===== src/rtl/alu_exec_pkg.sv =====
`timescale 1ns/1ps
// alu_exec_pkg: shared opcode encodings and FSM state type for the ALU execute stage.
// Both the request side (alu_control) and alu_exec import this package so the
// opcode encoding has a single source.
package alu_exec_pkg;

  localparam int unsigned ALU_OP_WIDTH = 3;

  localparam logic [ALU_OP_WIDTH-1:0] ALU_OP_ADD = 3'd0;
  localparam logic [ALU_OP_WIDTH-1:0] ALU_OP_SUB = 3'd1;  // A - B
  localparam logic [ALU_OP_WIDTH-1:0] ALU_OP_AND = 3'd2;
  localparam logic [ALU_OP_WIDTH-1:0] ALU_OP_OR  = 3'd3;
  localparam logic [ALU_OP_WIDTH-1:0] ALU_OP_XOR = 3'd4;
  localparam logic [ALU_OP_WIDTH-1:0] ALU_OP_SHL = 3'd5;  // A << B[4:0]
  localparam logic [ALU_OP_WIDTH-1:0] ALU_OP_SHR = 3'd6;  // logical A >> B[4:0]
  localparam logic [ALU_OP_WIDTH-1:0] ALU_OP_MUL = 3'd7;  // low WIDTH bits of A*B

  typedef enum logic {
    StIdle,
    StMulRun
  } alu_state_e;

endpackage


===== src/rtl/alu_exec_seq_multiplier.sv =====
`timescale 1ns/1ps
// seq_multiplier: iterative shift-add multiplier returning the low WIDTH bits of a*b.
// Retires MUL_STEPS bits of b per cycle, LSB first, for WIDTH/MUL_STEPS cycles after load.
// Ports:
//   clk, rst_n  clock, async active-low reset
//   load        capture a/b, clear accumulator, start counting
//   a, b        operands (sampled only on load)
//   busy        high from the cycle after load until the last step completes
//   done        combinational: high in the cycle whose step is the last one
//   product_lo  combinational accumulator-after-this-step; valid when done=1
module seq_multiplier #(
  parameter int unsigned WIDTH     = 32,
  parameter int unsigned MUL_STEPS = 1
) (
  input  logic             clk,
  input  logic             rst_n,
  input  logic             load,
  input  logic [WIDTH-1:0] a,
  input  logic [WIDTH-1:0] b,
  output logic             busy,
  output logic             done,
  output logic [WIDTH-1:0] product_lo
);

  localparam int unsigned Count = WIDTH / MUL_STEPS;
  localparam int unsigned CntW  = $clog2(Count + 1);

  logic [WIDTH-1:0] r_a;
  logic [WIDTH-1:0] r_b;
  logic [WIDTH-1:0] r_acc;
  logic [CntW-1:0]  r_cnt;
  logic             r_busy;

  logic [WIDTH-1:0] w_partial;
  logic [WIDTH-1:0] w_acc_next;
  logic             w_last;

  // Sum of the shifted multiplicand copies selected by the low MUL_STEPS bits of b.
  always_comb begin
    w_partial = '0;
    for (int j = 0; j < int'(MUL_STEPS); j++) begin
      if (r_b[j]) begin
        w_partial = w_partial + (r_a << j);
      end
    end
  end

  assign w_acc_next = r_acc + w_partial;
  assign w_last     = r_busy && (r_cnt == CntW'(1));

  assign busy       = r_busy;
  assign done       = w_last;
  assign product_lo = w_acc_next;

  always_ff @(posedge clk or negedge rst_n) begin
    if (!rst_n) begin
      r_a    <= '0;
      r_b    <= '0;
      r_acc  <= '0;
      r_cnt  <= '0;
      r_busy <= 1'b0;
    end else if (load) begin
      r_a    <= a;
      r_b    <= b;
      r_acc  <= '0;
      r_cnt  <= CntW'(Count);
      r_busy <= 1'b1;
    end else if (r_busy) begin
      r_a   <= r_a << MUL_STEPS;
      r_b   <= r_b >> MUL_STEPS;
      r_acc <= w_acc_next;
      r_cnt <= r_cnt - CntW'(1);
      if (w_last) begin
        r_busy <= 1'b0;
      end
    end
  end

endmodule


===== src/rtl/alu_exec.sv =====
`timescale 1ns/1ps
// alu_exec: execute-side responder for the ALU operand/opcode bundle.
// Single-cycle ops complete one cycle after start; MUL is handed to seq_multiplier and
// completes WIDTH/MUL_STEPS + 1 cycles after start. result/zero are registered and hold
// until the next done pulse.
// Ports:
//   clk, rst_n       clock, async active-low reset
//   start            request; accepted when busy=0
//   alu_in0/alu_in1  operands A/B (B[4:0] is the shift amount)
//   alu_op_select    opcode (ALU_OP_*)
//   busy             high while a MUL is in flight
//   done             one-cycle pulse, result/zero valid
//   result, zero     registered result and result==0 flag
module alu_exec
  import alu_exec_pkg::*;
#(
  parameter int unsigned WIDTH     = 32,
  parameter int unsigned MUL_STEPS = 1
) (
  input  logic                    clk,
  input  logic                    rst_n,
  input  logic                    start,
  input  logic [WIDTH-1:0]        alu_in0,
  input  logic [WIDTH-1:0]        alu_in1,
  input  logic [ALU_OP_WIDTH-1:0] alu_op_select,
  output logic                    busy,
  output logic                    done,
  output logic [WIDTH-1:0]        result,
  output logic                    zero
);

  alu_state_e       r_state;
  logic             r_done;
  logic [WIDTH-1:0] r_result;
  logic             r_zero;

  logic [WIDTH-1:0] w_single;
  logic             w_mul_load;
  logic             w_mul_busy;
  logic             w_mul_done;
  logic [WIDTH-1:0] w_mul_prod;

  always_comb begin
    w_single = '0;
    unique case (alu_op_select)
      ALU_OP_ADD: w_single = alu_in0 + alu_in1;
      ALU_OP_SUB: w_single = alu_in0 - alu_in1;
      ALU_OP_AND: w_single = alu_in0 & alu_in1;
      ALU_OP_OR:  w_single = alu_in0 | alu_in1;
      ALU_OP_XOR: w_single = alu_in0 ^ alu_in1;
      ALU_OP_SHL: w_single = alu_in0 << alu_in1[4:0];
      ALU_OP_SHR: w_single = alu_in0 >> alu_in1[4:0];
      ALU_OP_MUL: w_single = '0;  // handled by the multiplier
      default:    w_single = '0;
    endcase
  end

  // A start seen outside StIdle is dropped: no latch, no state change.
  assign w_mul_load = (r_state == StIdle) && start && (alu_op_select == ALU_OP_MUL);

  seq_multiplier #(
    .WIDTH     (WIDTH),
    .MUL_STEPS (MUL_STEPS)
  ) u_mul (
    .clk        (clk),
    .rst_n      (rst_n),
    .load       (w_mul_load),
    .a          (alu_in0),
    .b          (alu_in1),
    .busy       (w_mul_busy),
    .done       (w_mul_done),
    .product_lo (w_mul_prod)
  );

  always_ff @(posedge clk or negedge rst_n) begin
    if (!rst_n) begin
      r_state  <= StIdle;
      r_done   <= 1'b0;
      r_result <= '0;
      r_zero   <= 1'b1;
    end else begin
      r_done <= 1'b0;
      unique case (r_state)
        StIdle: begin
          if (start) begin
            if (alu_op_select == ALU_OP_MUL) begin
              r_state <= StMulRun;
            end else begin
              r_result <= w_single;
              r_zero   <= (w_single == '0);
              r_done   <= 1'b1;
            end
          end
        end
        StMulRun: begin
          if (w_mul_done) begin
            r_result <= w_mul_prod;
            r_zero   <= (w_mul_prod == '0);
            r_done   <= 1'b1;
            r_state  <= StIdle;
          end
        end
        default: r_state <= StIdle;
      endcase
    end
  end

  // The multiplier's busy is registered and tracks StMulRun exactly.
  assign busy   = w_mul_busy;
  assign done   = r_done;
  assign result = r_result;
  assign zero   = r_zero;

endmodule

===== config.mk =====
export PLATFORM = sky130hd
export DESIGN_NAME = alu_exec
export DESIGN_NICKNAME = d
export VERILOG_FILES = /design/src/rtl/alu_exec_pkg.sv /design/src/rtl/alu_exec_seq_multiplier.sv /design/src/rtl/alu_exec.sv
export SDC_FILE = /design/constraint.sdc
export NUM_CORES = 1
export LEC_CHECK = 0
export ABC_CLOCK_PERIOD_IN_PS = 4350
export CAP_MARGIN = 20
export CORE_MARGIN = 1
export CORE_UTILIZATION = 50
export CTS_BUF_LIST = sky130_fd_sc_hd__clkbuf_8
export CTS_CLUSTER_DIAMETER = 80
export DETAILED_ROUTE_END_ITERATION = 12
export GPL_TIMING_DRIVEN = 0
export HOLD_SLACK_MARGIN = 0.02
export PLACE_DENSITY = 0.74
export SYNTH_ARGS = -nofsm -noshare
export SYNTH_HDL_FRONTEND = slang
export SYNTH_SLANG_ARGS = --single-unit
export TNS_END_PERCENT = 10

===== constraint.sdc =====
create_clock -name clk -period 4.35 [get_ports clk]
set_input_delay 0.87 -clock clk [delete_from_list [all_inputs] [get_ports clk]]
set_output_delay 0.87 -clock clk [all_outputs]
set_load 0.1 [all_outputs]

==> flow_metrics.tcl, run 1 <==
set metrics [dict create \
    status "finished with violations" \
    violations "negative setup slack" \
    grt_pass1_vias 16900 \
    numCtsBuffers 17 \
    top_level_ports 105 \
    synthToLayoutAreaGrowth_pct 25.9 \
    power.density_nw_per_um2 448 \
    crit_top_cell "buf_12" \
    critPathMaxFanout 4 \
    async_reset_ff_share_pct 100 \
    wl_per_cell_um 28.6 \
    max-slew-margin-rel_pct 27.2 \
    crit_path_end_kind "register" \
    synth.area.top_cells "dfrtp_1, ha_1, mux2i_1, nand2_1, o21ai_0" \
    dp_hpwl_um 57400 \
    finalCoreUtilization_pct 64.6 \
    syn_area_um2 15900 \
    worst_slack_ns -1.26 \
    tritoncts "built" \
    port_buffers 103 \
    fin_crit_ns 5.61 \
    arrival_ns 6.07 \
    wirelength_um 74800 \
    clockBufferDepth 2 \
    skew_ns 0.0132 \
    synth_top_cell_by_area "dfrtp_1" \
    fmaxAchievable_ghz 0.178 \
    cts-root-buf "clkbuf_8" \
    crit_path_top_delay_cell "or4_4" \
    antenna_found_initial 2 \
    gr-total-overflow 0 \
    synth_warnings 0 \
    hold_ws_ns 0.368 \
    rsz0062_at_grt "true" \
    path_clk_slew_ns 0.08 \
    core-area_um2 30900 \
    fill_cells 2674 \
    synth-edff-count 0 \
    critPathLaunchType "input port" \
    fin_crit_sh_pct 129 \
    synth.avg_cell_area_um2 7.92 \
    ys.flop_type "dfrtp_1" \
    gp_congestion 1.10 \
    r2r_cells 14 \
    drv_cap 0 \
    first_pass_iters 8 \
    initial_core_util_pct 51.3 \
    crit_required_ns 4.81 \
    dieArea_um2 32500 \
    rows 64 \
    drive_gt1_share_pct 16.8 \
    drc 0 \
    reg2reg_from "u_mul.r_b[0]" \
    crit_start "alu_in1[0]" \
    slew_viol_final 0 \
    antenna_left 0 \
    tightest_slew_ns 1.09 \
    clkLatencyLatePin_ns 0.52 \
    slowest_delay_ns 0.58 \
    drtIter0Drc 2688 \
    vias_per_cell 6.86 \
    synthCells 2003 \
    track_usage_pct 45.6 \
    critPathKind "in2reg" \
    fin_cells 2613 \
    synthDistinctLibCells 88 \
    place_inst 2504 \
    grt_pass1_wl_um 110000 \
    grt_max_degree 77 \
    syn-num-nets 2205 \
    hold_violations 0 \
    preCtsSetupSlack_ns -2.85 \
    die_x_um 180 \
    hold_class "in2async" \
    setup_viol 17 \
    yosysSeqAreaShare_pct 21.8 \
    nets 2406 \
    ys_ff_latch 138 \
    die-height_um 180 \
    ir_worst_vdd_mv 0.440 \
    vias 17900 \
    cts_sinks 138 \
    synth_top_area_share_pct 21.6 \
    p_leak_nw 9.09 \
    htree_num_levels 4 \
    power_w 0.00895 \
]
## metrics by stage
stage	cell area, µm²	TNS (ns)
2_1_floorplan	16100	-5.73
3_3_place_gp	17700	-494.64
3_5_place_dp	17700	-59.00
4_1_cts	19400	-6.60
5_1_grt	20000	-11.59
6_report	20000	-10.29
## final timing paths
| path | to | slack (ns) |
|---|---|---|
| worst max-delay path | zero | -1.26 |
| worst min-delay path | u_mul.r_acc[21] | 0.37 |
| worst max register to register | zero | -0.76 |
| worst min register to register | result[24] | 0.47 |
| max in group asynchronous | u_mul.r_b[0] | 3.16 |
| min in group clk | result[24] | 0.47 |
## power breakdown
group / leakage, nW / internal (W) / switching (W)
clock: 0.237 / 0.000725 / 0.000555
sequential: 1.77 / 0.00178 / 0.000355
combinational: 7.07 / 0.00178 / 0.00375
total: 9.09 / 0.00429 / 0.00466
## cell usage in the layout (no fill, tap or decap), types with 11 or more instances in the layout
master	count
a211oi_1	24
a21o_1	25
a21oi_1	103
a21oi_2	16
a22oi_1	20
a31oi_1	20
and2_1	38
buf_2	11
buf_4	84
clkbuf_1	60
clkbuf_16	15
clkbuf_8	24
clkdlybuf4s50_1	93
dfrtp_1	136
ha_1	114
inv_1	90
mux2_2	16
mux2i_1	138
mux4_2	37
nand2_1	254
nand2b_1	20
nand3_1	24
nand4_1	23
nor2_1	165
nor3_1	25
o211ai_1	28
o21a_1	12
o21ai_0	166
o21ai_1	28
o22ai_1	19
xnor2_1	47
xor2_1	20
## layout make-up
class | count | area (µm²) | area share, %
Antenna cell | 1 | 2.50 | 0.0125
Buffer | 121 | 1050 | 5.25
Sequential cell | 138 | 3460 | 17.3
Timing Repair Buffer | 191 | 1740 | 8.69
Clock inverter | 11 | 193 | 0.964
Inverter | 94 | 368 | 1.84
Tap cell | 396 | 495 | 2.48
Clock buffer | 20 | 275 | 1.38
Multi-Input combinational cell | 1641 | 12400 | 62.1
## cells by family (layout without fill, tap and decap cells)
group / Yosys count / after routing / synth area share, %
buffers and inverters: 224 / 437 / 5.62
AND/OR/NAND/NOR: 641 / 641 / 18.4
adder cells (fa/ha/maj): 132 / 132 / 10.5
other: 0 / 1 / 0
flip-flops: 138 / 138 / 21.8
multiplexers: 198 / 198 / 15.7
XOR/XNOR: 80 / 80 / 4.42
AO/OA/AOI/OAI: 590 / 590 / 23.6
## worst max-delay path, delay by kind of cell
kind,cells,cell delay (ns)
AND/OR/NAND/NOR,7,2.06
AO/OA/AOI/OAI,7,1.39
buffers and inverters,9,1.06
adder cells (fa/ha/maj),2,0.51
XOR/XNOR,1,0.14
## layer usage
layer	share of wire (%)	vias to the layer above	track usage, %
li1	-	7722	-
met1	39	8538	60.0
met2	41	1351	66.1
met3	13	301	15.5
met4	6.2	2	23.8
met5	0.025	-	0
## flip-flops by register name, summed over array words and instances, names as in the netlist
signal       count
zero             1
r_state          1
u_mul.r_cnt      6
u_mul.r_a       32
u_mul.r_b       32
u_mul.busy       1
result          32
done             1
u_mul.r_acc     32
## timing repair
item,4_1_cts,5_1_grt
resized for setup,205,86
setup endpoints to repair,34,23
setup buffers,61,23
hold buffers,0,0
pin swaps,59,58
cloned,0,1
## cells in the mapped netlist (7+ instances only)
master,count
o21bai_1,11
nand4_1,23
and3_1,9
xor2_1,22
a211oi_1,27
nand2b_1,20
mux4_2,37
a21o_1,25
o31ai_1,8
or4_1,7
xnor2_1,58
nor2_1,170
clkbuf_1,99
a21oi_1,123
mux2_2,16
nand2_1,261
inv_1,90
o21ai_0,191
o221ai_1,9
or3_1,7
a22oi_1,20
a31oi_1,21
dfrtp_1,137
nand3_1,26
o22ai_1,21
mux2i_1,142
o41ai_1,7
nor3_1,27
o211ai_1,28
o21a_1,12
o21ai_1,11
buf_1,18
ha_1,130
and2_1,39
nor2b_1,7
nor4_1,15
buf_2,7
a221oi_1,11
a221o_1,7
No activity file was read; power rests on OpenSTA's default activity.
==> run 2, diff against run 1 <==
ABC_CLOCK_PERIOD_IN_PS = 5200   (was 4350)
clock period = 5.2 ns   (was 4.35 ns; I/O delays follow)
==> run 2 against run 1 <==
  * The run still ends with negative setup slack left
  * Critical path depth is 3 lower
  * Final cell count down 0.31%
  * Via count grew 0.47%
==> flow_metrics.tcl, run 2 (synthesis gave the netlist of run 1 again) <==
set metrics [dict create \
    tightest_slew_ns 1.14 \
    drtIter0Drc 2764 \
    track_usage_pct 45.2 \
    critPathKind "in2reg" \
    violations "negative setup slack" \
    crit_path_top_delay_cell "or4_4" \
    dp_hpwl_um 57700 \
    p_leak_nw 9.00 \
    fin_crit_ns 5.38 \
    hold_class "in2async" \
    antenna_found_initial 1 \
    setup_viol 1 \
    path_cells "clkdlybuf4s15_2 -> buf_8 -> inv_8 -> buf_12 -> ha_4 -> nand2_4 -> nor4b_4 -> buf_4 -> nand3_4 -> buf_4 -> o31ai_4 -> xnor2_2 -> ha_4 -> nor3b_1 -> a21oi_1 -> o22ai_2 -> a21oi_2 -> o211a_4 -> o311ai_4 -> or4_4 -> or4_4 -> nor4b_4 -> a211o_1" \
    top_level_ports 105 \
    drc 0 \
    preCtsSetupSlack_ns -2.27 \
    status "finished with violations" \
    max-slew-margin-rel_pct 23.8 \
    port_buffers 103 \
    path_clk_slew_ns 0.08 \
    final-seq-area_um2 3450 \
    nets 2398 \
    gr-total-overflow 0 \
    rsz0062_at_grt "true" \
    fill_cells 2652 \
    drive_gt1_share_pct 15.7 \
    wl_per_cell_um 29.0 \
    r2r_end "zero" \
    grt_pass1_vias 16500 \
    reg2reg_from "u_mul.r_b[0]" \
    tritoncts "built" \
    first_pass_iters 6 \
    rows 64 \
    cp.depth 23 \
    vias 18000 \
    clkLatencyLatePin_ns 0.52 \
    path_delay_family "simple AND/OR/NAND/NOR gates" \
    grt_pass1_wl_um 108000 \
    crit_path_end_kind "register" \
    crit_start "alu_in1[1]" \
    slew_viol_final 0 \
    multi_input_area_um2 12400 \
    ir_worst_vdd_mv 0.338 \
    place_inst 2504 \
    wirelength_um 75500 \
    layout_common_cells "nand2_1, o21ai_0, nor2_1, mux2i_1, dfrtp_1" \
    arrival_ns 5.85 \
    fin_setup_tns_ns -0.185 \
    crit_required_ns 5.67 \
    cts_sinks 138 \
    r2r_cells 15 \
    gp_congestion 1.07 \
    vias_per_cell 6.91 \
    grt_max_degree 96 \
    critPathLaunchType "input port" \
    synthToLayoutAreaGrowth_pct 25.0 \
    cts-root-buf "clkbuf_8" \
    numCtsBuffers 17 \
    rrSetupSlack_ns 0.33 \
    hold_ws_ns 0.425 \
    initial_core_util_pct 51.3 \
    die_x_um 180 \
    die-height_um 180 \
    antenna_left 0 \
    clockBufferDepth 2 \
    endpoint "zero" \
    critPathMaxFanout 10 \
    crit_buf_inv 6 \
    skew_ns 0.0168 \
    power.density_nw_per_um2 374 \
    dieArea_um2 32500 \
    fin_crit_sh_pct 104 \
    slowest_delay_ns 0.56 \
    worst_slack_ns -0.185 \
    drv_cap 0 \
    fin_cells 2605 \
    core-area_um2 30900 \
    fmaxAchievable_ghz 0.186 \
    hold_violations 0 \
    htree_num_levels 4 \
    final_common_cell "nand2_1" \
]
run 2: layer usage:
layer | share of wire (%) | GRT usage, % | wire (µm)
met3 | 14 | 15.5 | 10400
met5 | 0.10 | 1.78 | 76
met1 | 39 | 60.1 | 29300
met4 | 6.9 | 25.3 | 5210
met2 | 40 | 63.7 | 30500
run 2: power by group:
part / internal [W] / leakage, nW / switching [W]
Clock: 0.000542 / 0.210 / 0.000483
Combinational: 0.00148 / 7.02 / 0.00311
Sequential: 0.00149 / 1.78 / 0.000304
run 2: worst register-to-register path, cell delays in order, from the launching register on:
cell and delay, ns:
dfrtp_1 0.57, clkbuf_1 0.33, and2_1 0.23, ha_1 0.24, clkbuf_1 0.19, a21oi_1 0.26
o221ai_1 0.23, o311ai_1 0.42, o21ai_0 0.30, a211oi_1 0.33, xor2_1 0.38, nand4_1 0.12
or4_1 0.49, nor4_1 0.17, nor4b_1 0.38, a211o_1 0.20
run 2: timing repair:
item / in CTS / in global routing
pin swaps: 42 / 49
gates cloned: 0 / 3
resized for setup: 154 / 120
setup endpoints to repair: 25 / 14
buffers inserted: 46 / 40
hold buffers: 0 / 0
run 2: layout make-up:
| cell class | instances | area share, % |
|---|---|---|
| inverters | 94 | 1.90 |
| well taps | 396 | 2.50 |
| flip-flops and latches | 138 | 17.4 |
| diodes | 2 | 0.0252 |
| clock inverters | 11 | 0.858 |
| multi-input cells | 1641 | 62.4 |
| repair buffers | 193 | 9.13 |
| plain buffers | 111 | 4.48 |
| clock buffers | 19 | 1.32 |
run 2: worst min path at each step:
| stage | from | endpoint | cells after the start |
|---|---|---|---|
| finish | rst_n | u_mul.r_acc[20] | 1 |
| global route | rst_n | u_mul.r_acc[20] | 1 |
| CTS | rst_n | u_mul.r_acc[20] | 1 |
| detailed placement | result[24] | result[24] | 2 |
| global placement | result[24] | result[24] | 2 |
| floorplan | u_mul.r_cnt[5] | u_mul.r_cnt[5] | 2 |
run 2: through the flow:
step           area, µm²  utilization (%)  power [W]
2_1_floorplan      16100                -    0.00463
3_3_place_gp       17700             57.1    0.00589
3_5_place_dp       17700             57.2    0.00599
4_1_cts            19100             61.8    0.00714
5_1_grt            19800             64.1    0.00770
6_report           19800             64.2    0.00741
